File: src/rtl/cnn_stream_pkg.sv
// -----------------------------------------------------------------------------
// cnn_stream_pkg
// Shared definitions for the CNN frame streamer:
//   - state_e      : streamer FSM state encoding (IDLE, PRIME, STREAM, DONE)
//   - addr_width() : frame RAM address width for a w x h frame
//   - out_dim()    : emitted stream dimension, with or without the zero border
//   - cnt_width()  : width of a counter spanning 0..n-1
// No ports (package).
// -----------------------------------------------------------------------------
package cnn_stream_pkg;

   typedef enum logic [1:0] {
      IDLE   = 2'd0,
      PRIME  = 2'd1,
      STREAM = 2'd2,
      DONE   = 2'd3
   } state_e;

   function automatic int addr_width(input int w, input int h);
      return (w * h > 1) ? $clog2(w * h) : 1;
   endfunction

   // A one-pixel zero border adds a row/column on each side.
   function automatic int out_dim(input int n, input bit pad_en);
      return pad_en ? n + 2 : n;
   endfunction

   function automatic int cnt_width(input int n);
      return (n > 1) ? $clog2(n) : 1;
   endfunction

endpackage

File: src/rtl/cnn_frame_streamer_frame_ram.sv
// -----------------------------------------------------------------------------
// frame_ram
// Simple dual-port frame store: DEPTH words of DATA_W bits.
// The array has no reset so a loaded frame survives reset.
// Ports:
//   clk        : clock
//   wr_en_i    : host write strobe
//   wr_addr_i  : host write address
//   wr_data_i  : host write data
//   rd_en_i    : read enable; rd_data_o holds its value while low
//   rd_addr_i  : read address
//   rd_data_o  : registered read data (one cycle after rd_en_i)
// -----------------------------------------------------------------------------
module frame_ram
   import cnn_stream_pkg::*;
#(
   parameter int DATA_W = 8,
   parameter int DEPTH  = 64,
   parameter int AW     = 6
) (
   input  logic                     clk,
   input  logic                     wr_en_i,
   input  logic [AW-1:0]            wr_addr_i,
   input  logic signed [DATA_W-1:0] wr_data_i,
   input  logic                     rd_en_i,
   input  logic [AW-1:0]            rd_addr_i,
   output logic signed [DATA_W-1:0] rd_data_o
);

   logic signed [DATA_W-1:0] mem_q [DEPTH];
   logic signed [DATA_W-1:0] rd_data_q;

   always_ff @(posedge clk) begin
      if (wr_en_i) begin
         mem_q[wr_addr_i] <= wr_data_i;
      end
      if (rd_en_i) begin
         rd_data_q <= mem_q[rd_addr_i];
      end
   end

   assign rd_data_o = rd_data_q;

endmodule

File: src/rtl/cnn_frame_streamer.sv
// -----------------------------------------------------------------------------
// cnn_frame_streamer
// Frame-buffered raster pixel source for the CNN pipeline. The host loads one
// IMG_W x IMG_H frame while idle; on start the frame is streamed one pixel per
// cycle, with pause stalling the stream without skipping or repeating pixels.
//
// Build option: define CNN_STREAMER_ZERO_PAD_EN to wrap the frame in a
// one-pixel zero border (OUT_W = IMG_W+2, OUT_H = IMG_H+2); border pixels are
// produced without a RAM read.
//
// Ports:
//   clk        : clock
//   rst        : asynchronous active-high reset
//   wr_en      : host write strobe (honoured only in IDLE)
//   wr_addr    : pixel address row*IMG_W+col
//   wr_data    : signed pixel value
//   wr_err     : one-cycle pulse, a write arrived while busy and was dropped
//   start      : begin streaming (level, acted on only in IDLE)
//   pause      : stall; no pixel emitted in the cycle after pause is sampled
//   busy       : frame in progress
//   done       : one-cycle pulse after the last pixel
//   out_valid  : pixel_out valid
//   pixel_out  : signed pixel, holds while out_valid is low
//
// state  | meaning
// -------+-------------------------------------------------------------
// IDLE   | host may write; waits for start
// PRIME  | first RAM read in flight (held while pause is high)
// STREAM | one pixel per unpaused cycle, raster order
// DONE   | last pixel on the output; done pulses next cycle
// -----------------------------------------------------------------------------
module cnn_frame_streamer
   import cnn_stream_pkg::*;
#(
   parameter int DATA_W = 8,
   parameter int IMG_W  = 8,
   parameter int IMG_H  = 8
) (
   input  logic                                   clk,
   input  logic                                   rst,
   input  logic                                   wr_en,
   input  logic [addr_width(IMG_W, IMG_H)-1:0]    wr_addr,
   input  logic signed [DATA_W-1:0]               wr_data,
   output logic                                   wr_err,
   input  logic                                   start,
   input  logic                                   pause,
   output logic                                   busy,
   output logic                                   done,
   output logic                                   out_valid,
   output logic signed [DATA_W-1:0]               pixel_out
);

`ifdef CNN_STREAMER_ZERO_PAD_EN
   localparam bit PAD_EN = 1'b1;
`else
   localparam bit PAD_EN = 1'b0;
`endif

   localparam int OUT_W   = out_dim(IMG_W, PAD_EN);
   localparam int OUT_H   = out_dim(IMG_H, PAD_EN);
   localparam int AW      = addr_width(IMG_W, IMG_H);
   localparam int CW      = cnt_width(OUT_W);
   localparam int RW      = cnt_width(OUT_H);
   localparam int PAD_OFS = PAD_EN ? 1 : 0;

   localparam logic [CW-1:0] COL_MAX = CW'(OUT_W - 1);
   localparam logic [RW-1:0] ROW_MAX = RW'(OUT_H - 1);

   state_e                   state_q, state_d;
   logic [CW-1:0]            col_q, col_d, col_nxt;
   logic [RW-1:0]            row_q, row_d, row_nxt;
   logic                     out_valid_q, out_valid_d;
   logic signed [DATA_W-1:0] pixel_out_q, pixel_out_d;
   logic                     done_q, done_d;
   logic                     wr_err_q, wr_err_d;

   logic                     emit;
   logic                     last_pix;
   logic                     ram_rd_en;
   logic [AW-1:0]            ram_rd_addr;
   logic signed [DATA_W-1:0] ram_rd_data;

   function automatic logic is_border(input logic [RW-1:0] r, input logic [CW-1:0] c);
      return PAD_EN && ((r == '0) || (r == ROW_MAX) || (c == '0) || (c == COL_MAX));
   endfunction

   // Border positions give a meaningless address; they are never read.
   function automatic logic [AW-1:0] pix_addr(input logic [RW-1:0] r, input logic [CW-1:0] c);
      return AW'((int'(r) - PAD_OFS) * IMG_W + (int'(c) - PAD_OFS));
   endfunction

   assign emit     = (state_q == STREAM) && !pause;
   assign last_pix = (row_q == ROW_MAX) && (col_q == COL_MAX);

   always_comb begin
      col_nxt = (col_q == COL_MAX) ? '0 : col_q + CW'(1);
      row_nxt = row_q;
      if (col_q == COL_MAX) begin
         row_nxt = (row_q == ROW_MAX) ? '0 : row_q + RW'(1);
      end
   end

   // The RAM register always holds the pending pixel: PRIME fetches the first
   // one, and each emit fetches the one after it. Pause simply stops reading.
   assign ram_rd_en   = ((state_q == PRIME) && !is_border(row_q, col_q)) ||
                        (emit && !last_pix && !is_border(row_nxt, col_nxt));
   assign ram_rd_addr = emit ? pix_addr(row_nxt, col_nxt) : pix_addr(row_q, col_q);

   frame_ram #(
      .DATA_W (DATA_W),
      .DEPTH  (IMG_W * IMG_H),
      .AW     (AW)
   ) u_frame_ram (
      .clk       (clk),
      .wr_en_i   (wr_en && (state_q == IDLE)),
      .wr_addr_i (wr_addr),
      .wr_data_i (wr_data),
      .rd_en_i   (ram_rd_en),
      .rd_addr_i (ram_rd_addr),
      .rd_data_o (ram_rd_data)
   );

   // State register
   always_ff @(posedge clk or posedge rst) begin
      if (rst) begin
         state_q <= IDLE;
      end else begin
         state_q <= state_d;
      end
   end

   // Next-state logic
   always_comb begin
      state_d = state_q;
      unique case (state_q)
         IDLE:    if (start) state_d = PRIME;
         PRIME:   if (!pause) state_d = STREAM;
         STREAM:  if (emit && last_pix) state_d = DONE;
         DONE:    state_d = IDLE;
         default: state_d = IDLE;
      endcase
   end

   // Output / datapath next values
   always_comb begin
      col_d       = col_q;
      row_d       = row_q;
      out_valid_d = emit;
      pixel_out_d = pixel_out_q;
      done_d      = (state_q == DONE);
      wr_err_d    = wr_en && (state_q != IDLE);
      if (state_q == IDLE) begin
         col_d = '0;
         row_d = '0;
      end else if (emit) begin
         col_d       = col_nxt;
         row_d       = row_nxt;
         pixel_out_d = is_border(row_q, col_q) ? '0 : ram_rd_data;
      end
   end

   always_ff @(posedge clk or posedge rst) begin
      if (rst) begin
         col_q       <= '0;
         row_q       <= '0;
         out_valid_q <= 1'b0;
         pixel_out_q <= '0;
         done_q      <= 1'b0;
         wr_err_q    <= 1'b0;
      end else begin
         col_q       <= col_d;
         row_q       <= row_d;
         out_valid_q <= out_valid_d;
         pixel_out_q <= pixel_out_d;
         done_q      <= done_d;
         wr_err_q    <= wr_err_d;
      end
   end

   assign busy      = (state_q != IDLE);
   assign done      = done_q;
   assign wr_err    = wr_err_q;
   assign out_valid = out_valid_q;
   assign pixel_out = pixel_out_q;

endmodule
File: config.mk
export PLATFORM = sky130hd
export DESIGN_NAME = cnn_frame_streamer
export DESIGN_NICKNAME = d
export VERILOG_FILES = /design/src/rtl/cnn_stream_pkg.sv /design/src/rtl/cnn_frame_streamer_frame_ram.sv /design/src/rtl/cnn_frame_streamer.sv
export SDC_FILE = /design/constraint.sdc
export NUM_CORES = 1
export LEC_CHECK = 0
export CAP_MARGIN = 20
export CORE_MARGIN = 8
export CORE_UTILIZATION = 60
export DETAILED_ROUTE_END_ITERATION = 8
export PLACE_DENSITY = 0.88
export SETUP_SLACK_MARGIN = 0.2
export SLEW_MARGIN = 15
export SYNTH_ARGS = -nofsm -noshare
export SYNTH_HDL_FRONTEND = slang
export SYNTH_SLANG_ARGS = --single-unit
File: constraint.sdc
create_clock -name clk -period 6.3 [get_ports clk]
set_clock_uncertainty 0.1 [all_clocks]
set_input_delay 0.63 -clock clk [delete_from_list [all_inputs] [get_ports clk]]
set_output_delay 0.63 -clock clk [all_outputs]
set_load 0.01 [all_outputs]
==> impl_metrics.ini <==
[sta]
fin_crit_ns = 4.81
fmax_mhz = 208
tightest_slew_ns = 1.19
setup-tns-final_ns = 0
slew_headroom = 0.209
slew_viol_final = 0
holdWs_ns = 0.389
setup_viol = 0
fin_crit_sh = 0.764
hold_viol = 0
rsz0062_at_grt = no

[setup_path]
crit_arrival_ns = 5.00
crit_fanout = 20
path_cells = ha_1, ha_1, nor3b_2, mux2i_4, buf_4, mux4_2, a22oi_1, nand4_1, nor2_1, nand4_1
path_buf_inv = 1
endpoint_kind = register
start_kind = register
slowest_delay_ns = 0.81
cp_data_required_time_ns = 6.48
cp_slowest_cell = nor3b_2
critPathKind = reg2reg
crit_family = simple AND/OR/NAND/NOR gates

[yosys]
yosys_most_used_dff = edfxtp_1
synthArstFlopShare = 0.0353
syn_inst = 1017
synth-warning-count = 0
synth_common_cells = edfxtp_1, mux4_2, nor2_1
synth-seq-cells = 539
synth_most_common_cell = edfxtp_1
ys_types = 44
post_synth.cell_area_avg_sq_um = 20.7
syn_nets = 1045
seq_area_frac_synth = 0.763
ys_top_cells_by_area = edfxtp_1, mux4_2, dfrtp_1
synth-edff-count = 520
netlist_area_sq_um = 21100
yosys.area.top_type = edfxtp_1
synthDominantCellAreaShare = 0.741

[clocking]
clock_latency_ns = 0.57
root_buffer = clkbuf_16
cts_tree = yes
h-tree-depth = 2
clk_pin_slew_ns = 0.06
postCtsResizedCells = 0
hold_buffers = 0
clock_path_buffers = 3
cts_made_buffers = 51
post-cts-setup-buffers = 0
cts.sink_count = 539

[global_routing]
grt_use_total = 0.245
grt_max_degree = 65
grt_pass1_vias = 11400
grt_pass1_wl_mm = 75.0
antenna_found_initial = 2
gr-total-overflow = 0

[route]
initialDrtViolationCount = 1963
drc = 0
num_vias = 11300
met3_length_mm = 6.69
ant_nets = 0
first_pass_iters = 6
avgRoutedWirePerCell_um = 32.3
highest_layer = met5
vias_per_cell = 7.19
totalWireLength_mm = 50.9
routed-wl-met2_mm = 24.4
wl_met1_mm = 17.1

[placed_design]
dpl.cell_count = 1482
dp_hpwl_mm = 28.7
io_buffers = 30
gp_congestion = 0.893

[power]
p_switching_mw = 2.15
power.internal_mw = 6.38
switching_share = 0.252
seqPwrFrac = 0.482
comb_power_share = 0.178
finalPower_mw = 8.53
p_leak_nw = 7.59
p_clk_frac = 0.341
peakVddDrop_mv = 0.313
p_per_area_nw_per_um2 = 362

[floorplanning]
die_area_sq_um = 41400
rows = 68
io_pins = 31
dieHeight_um = 203
core_area_sq_um = 34500
fp.dieW_um = 203
start_util = 0.610

[cells_and_area]
area_delta_synth_final_pct = 11.6
finalNonFillerCells = 1577
antenna_cells = 0
drive_gt1_frac = 0.210
final_nets = 1111

[hold_path]
hp-class = in2async

[run]
cap_viol_max_count = 0

[status]
status = complete, no violations
## worst reg2reg max path, stage by stage (launching register included)
cell and delay [ns]:
dfrtp_1 0.50, ha_1 0.27, ha_1 0.22, nor3b_2 0.81
mux2i_4 0.47, buf_4 0.41, mux4_2 0.50, a22oi_1 0.41
nand4_1 0.27, nor2_1 0.42, nand4_1 0.16
## final timing paths
| kind | start | end | slack, ns | cells after the start |
|---|---|---|---|---|
| min in group clk | pixel_out[3] | pixel_out[3] | 0.41 | 1 |
| min reg2reg | pixel_out[3] | pixel_out[3] | 0.41 | 1 |
| max reg2reg | col_q[0] | u_frame_ram.rd_data_o[0] | 1.49 | 10 |
| min | rst | col_q[2] | 0.39 | 2 |
| max | col_q[0] | u_frame_ram.rd_data_o[0] | 1.49 | 10 |
| max in group asynchronous | rst | pixel_out[6] | 5.24 | 2 |
## power groups by stage
stage | Sequential (mW) | Clock [mW] | Combinational (mW)
finish | 4.11 | 2.91 | 1.52
global route | 4.11 | 3.04 | 1.59
global placement | 4.18 | 0 | 1.42
CTS | 4.11 | 2.91 | 1.50
floorplan | 4.15 | 0 | 1.07
detailed placement | 4.18 | 0 | 1.46
## kinds of logic (layout without fill, tap and decap cells)
logic type	after synthesis	in the layout	synth area share
buf+inv	48	153	0.0132
simple gates	180	180	0.0394
compound gates	83	83	0.0278
fa+ha+maj	9	9	0.00534
flops	539	539	0.763
mux	158	158	0.151
## per-layer routing
metal,vias up,global-route usage
met2,1039,0.392
li1,4396,-
met5,-,0
met3,227,0.0659
met1,5672,0.316
met4,2,0.103
## layout by cell type, fill, tap and decap left out, types with 2 or more instances in the layout
cell type        count
nor4_1               7
a22oi_1             51
inv_6                2
nand2_1             28
nand3b_1             4
inv_1                4
nor4_2               3
a211oi_1             6
buf_16               2
clkinv_2             9
clkdlybuf4s50_1     22
nor2_1              90
or4_1                2
nor3_1               5
a2111oi_0            2
ha_1                 9
o211ai_1             2
o21ai_0              8
edfxtp_1           520
clkinv_1            13
bufinv_16            3
dfrtp_1             19
buf_2                4
nand4_1             16
a21oi_1              8
mux4_1              10
nor2b_1              6
clkbuf_1            12
mux2i_1             20
mux2i_4              2
buf_4               25
nand3_1             11
o2111ai_1            2
mux4_2             112
mux2_2              13
and3_1               2
buf_12               3
clkbuf_16           52
## registers in the layout, summed over array words and instances (netlist names)
signal,count
wr_err,1
done,1
out_valid,1
row_q,3
u_frame_ram.rd_data_o,8
u_frame_ram.mem_q,512
pixel_out,8
col_q,3
state_q,2
## per-stage QoR
step	setup slack [ns]	utilization	area, sq um
after global placement	1.47	0.633	21900
after global routing	1.37	0.681	23500
after detailed placement	1.45	0.633	21900
final	1.49	0.681	23500
after CTS	1.65	0.679	23400
after floorplan	3.07	-	21100
## cell type report
cell class	instances	area, sq um
clock inverters	28	216
clock buffers	64	1350
well taps	455	569
multi-input cells	430	4740
flip-flops and latches	539	16100
repair buffers	56	543
inverters	5	23.8
fillers	1943	11000
Note: power is estimated with default switching activity, not from simulation.
